<file path="config.mk">
export PLATFORM = sky130hd
export DESIGN_NAME = karatsuba_combine
export DESIGN_NICKNAME = d
export VERILOG_FILES = /design/src/rtl/karatsuba_pkg.sv /design/src/rtl/karatsuba_combine.sv
export SDC_FILE = /design/constraint.sdc
export NUM_CORES = 1
export LEC_CHECK = 0
export CORE_UTILIZATION = 39
export CTS_BUF_LIST = sky130_fd_sc_hd__clkbuf_8
export CTS_CLUSTER_SIZE = 16
export DETAILED_ROUTE_END_ITERATION = 6
export PLACE_DENSITY = 0.63
export SYNTH_ARGS = -nofsm -noshare
export SYNTH_HDL_FRONTEND = slang
export SYNTH_SLANG_ARGS = --single-unit
</file>
<file path="constraint.sdc">
create_clock -name clk -period 3 [get_ports clk]
set_input_delay 0.75 -clock clk [delete_from_list [all_inputs] [get_ports clk]]
set_output_delay 0.75 -clock clk [all_outputs]
set_load 0.01 [all_outputs]
</file>
<file path="src/rtl/karatsuba_pkg.sv">
// karatsuba_pkg: shared constants and the stage-1 entry type for the
// Karatsuba recombination pipeline (karatsuba_combine).
package karatsuba_pkg;
   localparam int KHALF_W = 8;    // half-operand width
   localparam int KPP_W   = 16;   // p_hi / p_lo width
   localparam int KMID_W  = 17;   // p_mid width
   localparam int KRES_W  = 32;   // full product width
   localparam int KACC_W  = 40;   // optional accumulator width

   // Largest p_mid a 16x16 multiply can produce: 2 * 0xFF * 0xFF.
   localparam logic [KMID_W-1:0] KMID_MAX = 17'h1FC02;

   // Stage-1 entry: low half already summed, upper terms waiting for the carry.
   typedef struct packed {
      logic [KPP_W:0]                lo_sum;  // p_lo + (p_mid[7:0] << 8), with carry
      logic [KPP_W-1:0]              hi;      // p_hi
      logic [KMID_W-KHALF_W-1:0]     mid_hi;  // p_mid[16:8]
      logic                          err;     // p_mid out of legal range
   } s1_entry_t;
endpackage

</file>
<file path="src/rtl/karatsuba_combine.sv">
// karatsuba_combine: two-stage split-carry recombination of Karatsuba
// partial products into P_hi*2^16 + P_mid*2^8 + P_lo.
//
// Ports:
//   clk, rst            clock, synchronous active-high reset
//   in_valid/in_ready   upstream handshake; p_hi, p_lo (16b), p_mid (17b)
//   out_valid/out_ready downstream handshake; result (32b), out_err
//   acc_clr, acc (40b)  running sum of delivered results, only when the
//                       KCOMB_ACC_EN macro is defined
//
// Stall is global: every stage advances together when the output slot is
// empty or being drained, so in_ready never depends on in_valid.
module karatsuba_combine
   import karatsuba_pkg::*;
(
   input  logic              clk,
   input  logic              rst,
   input  logic              in_valid,
   output logic              in_ready,
   input  logic [KPP_W-1:0]  p_hi,
   input  logic [KPP_W-1:0]  p_lo,
   input  logic [KMID_W-1:0] p_mid,
   output logic              out_valid,
   input  logic              out_ready,
   output logic [KRES_W-1:0] result,
   output logic              out_err
`ifdef KCOMB_ACC_EN
  ,input  logic              acc_clr,
   output logic [KACC_W-1:0] acc
`endif
);
   localparam int LAT = 2;

   logic [LAT:1]      vld_pipe_q, vld_pipe_d;
   s1_entry_t         s1_q, s1_d;
   logic [KRES_W-1:0] res_q, res_d;
   logic              err_q, err_d;
   logic              adv;
   logic [KPP_W-1:0]  hi_sum;

   assign adv       = !vld_pipe_q[LAT] | out_ready;
   assign in_ready  = adv;
   assign out_valid = vld_pipe_q[LAT];
   assign result    = res_q;
   assign out_err   = err_q;

   // Upper half picks up the low-half carry; mod 2^16 by construction.
   assign hi_sum = s1_q.hi + KPP_W'(s1_q.mid_hi) + KPP_W'(s1_q.lo_sum[KPP_W]);

   always_comb begin
      vld_pipe_d = vld_pipe_q;
      s1_d       = s1_q;
      res_d      = res_q;
      err_d      = err_q;
      if (adv) begin
         vld_pipe_d = {vld_pipe_q[LAT-1:1], in_valid};
         // Data only loads behind a valid, so bubbles leave held values alone.
         if (vld_pipe_q[1]) begin
            res_d = {hi_sum, s1_q.lo_sum[KPP_W-1:0]};
            err_d = s1_q.err;
         end
         if (in_valid) begin
            s1_d.lo_sum = {1'b0, p_lo} + {1'b0, p_mid[KHALF_W-1:0], {KHALF_W{1'b0}}};
            s1_d.hi     = p_hi;
            s1_d.mid_hi = p_mid[KMID_W-1:KHALF_W];
            s1_d.err    = (p_mid > KMID_MAX);
         end
      end
   end

   always_ff @(posedge clk) begin
      if (rst) begin
         vld_pipe_q <= '0;
         s1_q       <= '0;
         res_q      <= '0;
         err_q      <= 1'b0;
      end else begin
         vld_pipe_q <= vld_pipe_d;
         s1_q       <= s1_d;
         res_q      <= res_d;
         err_q      <= err_d;
      end
   end

`ifdef KCOMB_ACC_EN
   logic [KACC_W-1:0] acc_q, acc_d;

   // Clear and accumulate in the same handshake restarts the sum at result.
   always_comb begin
      acc_d = acc_q;
      if (out_valid && out_ready)
         acc_d = (acc_clr ? '0 : acc_q) + KACC_W'(res_q);
      else if (acc_clr)
         acc_d = '0;
   end

   always_ff @(posedge clk) begin
      if (rst) acc_q <= '0;
      else     acc_q <= acc_d;
   end

   assign acc = acc_q;
`endif
endmodule
</file>
==> flow_summary.json, run 1 <==
{
  "grt_max_degree": 40,
  "ys_ff_latch": 78,
  "rsz0062_at_grt": "false",
  "max-vdd-ir-drop_mv": 0.2675,
  "root_buffer": "clkbuf_8",
  "crit_chain": "clkdlybuf4s50_1, nand2b_1, clkdlybuf4s50_1",
  "multi_input_area_um2": 1893,
  "placement_rows": 34,
  "track_usage_pct": 19.39,
  "grt-busiest-layer": "met2",
  "fmax_mhz": 362.8,
  "cts-resized-gates": 0,
  "globalplace.congestion": 0.8463,
  "antenna_found_initial": 0,
  "cts_max_level": 3,
  "dp_hpwl_um": 6462,
  "skew_ns": 0.008014,
  "synth_area_um2": 3596,
  "cts.sinks": 78,
  "syn_inst": 450,
  "fin_cells": 646,
  "arrival_ns": 2.01,
  "pwr-share-comb_pct": 16.8,
  "nFillCells": 866,
  "cp_slowest_cell": "clkdlybuf4s50_1",
  "finalMaxSlewViolations": 0,
  "met3_usage_pct": 3.150,
  "syn-num-nets": 522,
  "critical_path.top_delay_family": "buffers and inverters",
  "avgSynthCellArea_um2": 7.991,
  "cts.clk_slew.worst_paths_ns": 0.08,
  "initial_core_util_pct": 40.84,
  "die_height_um": 98.02,
  "pin_count": 88,
  "required_ns": 2.25,
  "seqPwrFrac_pct": 49.3,
  "drt_iter0_markers": 79,
  "crit_top_cell": "clkdlybuf4s50_1",
  "min_period_over_period_pct": 91.88,
  "worstSetupStartpointType": "input port",
  "yosys.area.top_type": "dfxtp_1",
  "p_leak_nw": 1.859,
  "dieWidth_um": 98.02,
  "cts_buffers": 9,
  "setup_viol": 0,
  "run_status": "finished with violations",
  "regArea_um2": 1562,
  "cts_buffer_depth": 2,
  "area_growth_pct": 32.53,
  "cp_num_buf_inv": 2,
  "firstDrtPassIters": 6,
  "ys_top_cells_by_area": "dfxtp_1 (43%), nand2_1 (13%), a21oi_1 (10%), ha_1 (5.6%), o21ai_0 (2.4%)",
  "core_area_um2": 8806,
  "period_needed_ns": 2.757,
  "tns_ns": 0,
  "p_int_mw": 1.662,
  "p_switching_mw": 0.6288,
  "nets": 605,
  "min_path_type": "reg -> reg",
  "gr-usage-met1_pct": 25.10,
  "powerDensity_nw_per_um2": 480.6,
  "port_buffers": 87,
  "violations": "DRC",
  "maxSlewHeadroom_pct": 59.04,
  "dieArea_um2": 9608,
  "drt-wirelength-per-cell_um": 14.02,
  "synth_ff_type": "dfxtp_1",
  "tightest_slew_ns": 0.6130,
  "clockPowerShare_pct": 33.9,
  "diodes": 0,
  "ys_seq_area_share_pct": 43.42,
  "yosysUniqueCellTypes": 48,
  "final_cell_mix": "nand2_1 (123), clkdlybuf4s50_1 (86), dfxtp_1 (78), a21oi_1 (72), o21ai_0 (17)",
  "end_kind": "output pin",
  "drive_gt1_share_pct": 6.691,
  "mostFrequentLayoutCell": "nand2_1",
  "cts_setup_buffers": 0,
  "vias_per_cell": 5.207,
  "cp_max_fo": 7,
  "cts_hold_buffers": 0,
  "finalHoldViolCount": 0,
  "grt_pass1_vias": 3172,
  "async_flop_share_pct": 0,
  "routed_wl_um": 9055,
  "drc": 6,
  "switching_share_pct": 27.45,
  "slowest_delay_ns": 0.58,
  "clock_latency_ns": 0.35,
  "overflow": 0,
  "cap_viol_max_count": 0,
  "num_vias": 3364,
  "yosys_warnings": 0,
  "cts_tree": "yes",
  "rrSetupSlack_ns": 0.53,
  "drtAntennaViolNets": 0,
  "post-place-cells": 630,
  "synth-edff-count": 0,
  "synth_top_area_share_pct": 43.42,
  "crit_type": "in -> out",
  "grt_pass1_wl_um": 15090,
  "grtUsageMet2_pct": 32.88
}
## sequential cells by signal (all words and copies together) (netlist names)
register / cells
result: 32
vld_pipe_q: 2
out_err: 1
s1_q: 43
## cells by family (layout without fill, tap and decap cells)
| family | after synthesis | in the layout | synth area share, % |
|---|---|---|---|
| simple gates | 180 | 180 | 21.78 |
| compound gates | 132 | 132 | 22.34 |
| flops | 78 | 78 | 43.42 |
| buf+inv | 36 | 124 | 3.932 |
| fa+ha+maj | 19 | 19 | 7.237 |
| xor+xnor | 3 | 3 | 0.7308 |
| mux | 2 | 2 | 0.5567 |
## area by class of cell
type,instances,area share [%]
sequential,78,32.76
multi-input combinational,336,39.72
timing repair buffer,98,19.90
tap,108,2.835
clock buffer,9,2.599
inverter,10,0.7876
clock inverter,7,1.391
## Yosys cell counts (all sizes together) (3+ instances only)
master  number
a21oi       72
or4          4
or3          3
nor2        14
o2111a       3
buf          9
nor3         9
o21a         4
ha          16
a31oi        4
dfxtp       78
a211oi      10
clkbuf      17
nand3        6
nand2      124
a21o         5
nor4         3
inv         10
and3         5
fa           3
o31ai        3
o21ai       18
## worst min-delay path: stages (launching register included)
cell     delay, ns
dfxtp_1       0.31
nand2_1       0.05
a21oi_1       0.05
## metal layers
metal	vias up	share of wire, %
li1	1729	-
met1	1562	48
met2	64	48
met3	9	3.4
met4	0	1.0
met5	-	0
## final timing paths
kind / depth (start not counted) / startpoint / end
max: 3 / out_ready / in_ready
min: 2 / s1_q[38]$_SDFFE_PP0P_ / result[12]$_SDFFE_PP0P_
max reg2reg: 8 / s1_q[42]$_SDFFE_PP0P_ / result[30]$_SDFFE_PP0P_
min reg2reg: 2 / s1_q[38]$_SDFFE_PP0P_ / result[12]$_SDFFE_PP0P_
## stage by stage
| step | hold slack, ns | setup slack [ns] | total power, mW | instance area [µm²] | util, % |
|---|---|---|---|---|---|
| after global routing | 0.4579 | 0.1290 | 2.399 | 4766 | 54.12 |
| final | 0.4512 | 0.2435 | 2.290 | 4766 | 54.12 |
| after CTS | 0.4533 | 0.2480 | 2.310 | 4766 | 54.12 |
| after global placement | 0.4346 | -0.003903 | 1.532 | 4576 | 51.96 |
| after detailed placement | 0.4416 | -0.04042 | 1.538 | 4576 | 51.96 |
| after floorplan | 0.4274 | 0.4944 | 1.359 | 3596 | - |
## power by group through the flow
| stage | Clock [mW] | Sequential (mW) | Combinational, mW |
|---|---|---|---|
| global placement | 0 | 1.15 | 0.380 |
| finish | 0.777 | 1.13 | 0.384 |
| CTS | 0.793 | 1.13 | 0.387 |
| detailed placement | 0 | 1.15 | 0.385 |
| floorplan | 0 | 1.15 | 0.205 |
| global route | 0.835 | 1.14 | 0.425 |
Power figures use the tool's default switching activity.
==> inputs of run 2 (changes only) <==
CORE_MARGIN = 5   (was default)
==> run 2 against run 1 <==
The flow now finishes without violations. Wire length up 3.4%. First-iteration DRC count rose by 100%. Fmax down 2.3%. Critical path depth did not move. Die area increased by 17%. Combinational power about the same. Critical path type unchanged. Highest routed layer unchanged.
==> flow_summary.json, run 2 (synthesis gave the netlist of run 1 again) <==
{
  "root_buffer": "clkbuf_8",
  "core_area_um2": 9109,
  "overflow": 0,
  "tightest_slew_ns": 0.3967,
  "rsz0062_at_grt": "false",
  "finalHoldViolCount": 0,
  "powerDensity_nw_per_um2": 502.7,
  "cts-resized-gates": 0,
  "drt-wirelength-per-cell_um": 14.40,
  "seqPwrFrac_pct": 46.6,
  "post-place-cells": 634,
  "fmax_mhz": 354.4,
  "min_period_over_period_pct": 94.05,
  "nFillCells": 875,
  "antenna_found_initial": 0,
  "globalplace.congestion": 0.8470,
  "regArea_um2": 1562,
  "cts_buffer_depth": 2,
  "fin_cells": 650,
  "placement_rows": 35,
  "max-vdd-ir-drop_mv": 0.2325,
  "setup_ws_ns": 0.1786,
  "final_cell_mix": "nand2_1 (123), clkdlybuf4s50_1 (86), dfxtp_1 (78), a21oi_1 (72), o21ai_0 (17)",
  "port_buffers": 87,
  "largest_reg_flops": 43,
  "required_ns": 2.25,
  "firstDrtPassIters": 4,
  "grt_max_degree": 40,
  "top_register": "s1_q",
  "clockPowerShare_pct": 37.5,
  "diodes": 0,
  "dp_hpwl_um": 6995,
  "die_height_um": 106.0,
  "mostFrequentLayoutCell": "nand2_1",
  "p_leak_nw": 1.896,
  "cap_viol_max_count": 0,
  "min_path_type": "reg -> reg",
  "drt_iter0_markers": 158,
  "finalMaxSlewViolations": 0,
  "cts_tree": "yes",
  "track_usage_pct": 16.72,
  "dieArea_um2": 11240,
  "dp_slack_ns": -0.05288,
  "cp_max_fo": 7,
  "cts.clk_slew.worst_paths_ns": 0.07,
  "dieWidth_um": 106.0,
  "cts.sinks": 78,
  "worstSetupStartpointType": "input port",
  "nets": 606,
  "tns_ns": 0,
  "crit_type": "in -> out",
  "vias_per_cell": 5.251,
  "cts_hold_buffers": 0,
  "cts_buffers": 9,
  "skew_ns": 0.006471,
  "pwr-share-comb_pct": 15.9,
  "fin_util_pct": 52.93,
  "run_status": "finished clean",
  "grt_pass1_vias": 3214,
  "pin_count": 88,
  "p_int_mw": 1.818,
  "cts_setup_buffers": 0,
  "initial_core_util_pct": 39.48,
  "area_growth_pct": 34.06,
  "cts_max_level": 3,
  "clock_latency_ns": 0.35,
  "setup_viol": 0,
  "routed_wl_um": 9361,
  "drc": 0,
  "p_switching_mw": 0.6052,
  "drive_gt1_share_pct": 6.865,
  "maxSlewHeadroom_pct": 72.87,
  "drtAntennaViolNets": 0,
  "period_needed_ns": 2.821,
  "switching_share_pct": 24.97,
  "multi_input_area_um2": 1893,
  "arrival_ns": 2.07,
  "grt_pass1_wl_um": 15450,
  "end_kind": "output pin",
  "num_vias": 3413
}
-- run 2: changes by cell type in the layout (fill, tap and decap cells not counted), sizes merged --
cell	delta
buf	+1
bufinv	+1
clkbuf	+3
clkinv	-1
clkinvlp	-3
-- run 2: worst paths after layout --
path | start | to | slack (ns) | cells after the start
setup / recovery | out_ready | in_ready | 0.18 | 3
hold / removal | s1_q[29]$_SDFFE_PP0P_ | result[3]$_SDFFE_PP0P_ | 0.45 | 2
setup reg to reg | s1_q[10]$_SDFFE_PP0P_ | result[26]$_SDFFE_PP0P_ | 0.53 | 8
hold reg to reg | s1_q[29]$_SDFFE_PP0P_ | result[3]$_SDFFE_PP0P_ | 0.45 | 2
-- run 2: cell type report --
type,instances,share of cell area [%]
well taps,111,2.881
clock buffers,12,3.426
multi-input cells,336,39.27
clock inverters,4,1.427
inverters,10,0.7786
flip-flops and latches,78,32.39
repair buffers,99,19.83
-- run 2: power by group through the flow --
stage,registers [mW],clock network [mW],logic (mW)
6_report,1.13,0.908,0.385
5_1_grt,1.14,0.966,0.430
4_1_cts,1.13,0.924,0.388
3_5_place_dp,1.15,0,0.386
3_3_place_gp,1.15,0,0.381
2_1_floorplan,1.15,0,0.205
-- run 2: critical path: stages --
cell	delay, ns
clkdlybuf4s50_1	0.48
nand2b_1	0.25
clkdlybuf4s50_1	0.59
-- run 2: routing by layer --
metal	up-vias	part of all wire [%]	GRT usage, %
met3	15	4.8	2.975
met5	-	0	0
met1	1574	46	21.64
met2	88	47	27.69
li1	1736	-	-
met4	0	2.0	6.568
-- run 2: stage by stage --
| stage | power, mW | area, µm² | hold WS, ns |
|---|---|---|---|
| floorplan | 1.359 | 3596 | 0.4274 |
| global placement | 1.533 | 4587 | 0.4357 |
| detailed placement | 1.540 | 4587 | 0.4432 |
| CTS | 2.442 | 4821 | 0.4540 |
| global route | 2.532 | 4821 | 0.4591 |
| finish | 2.423 | 4821 | 0.4529 |
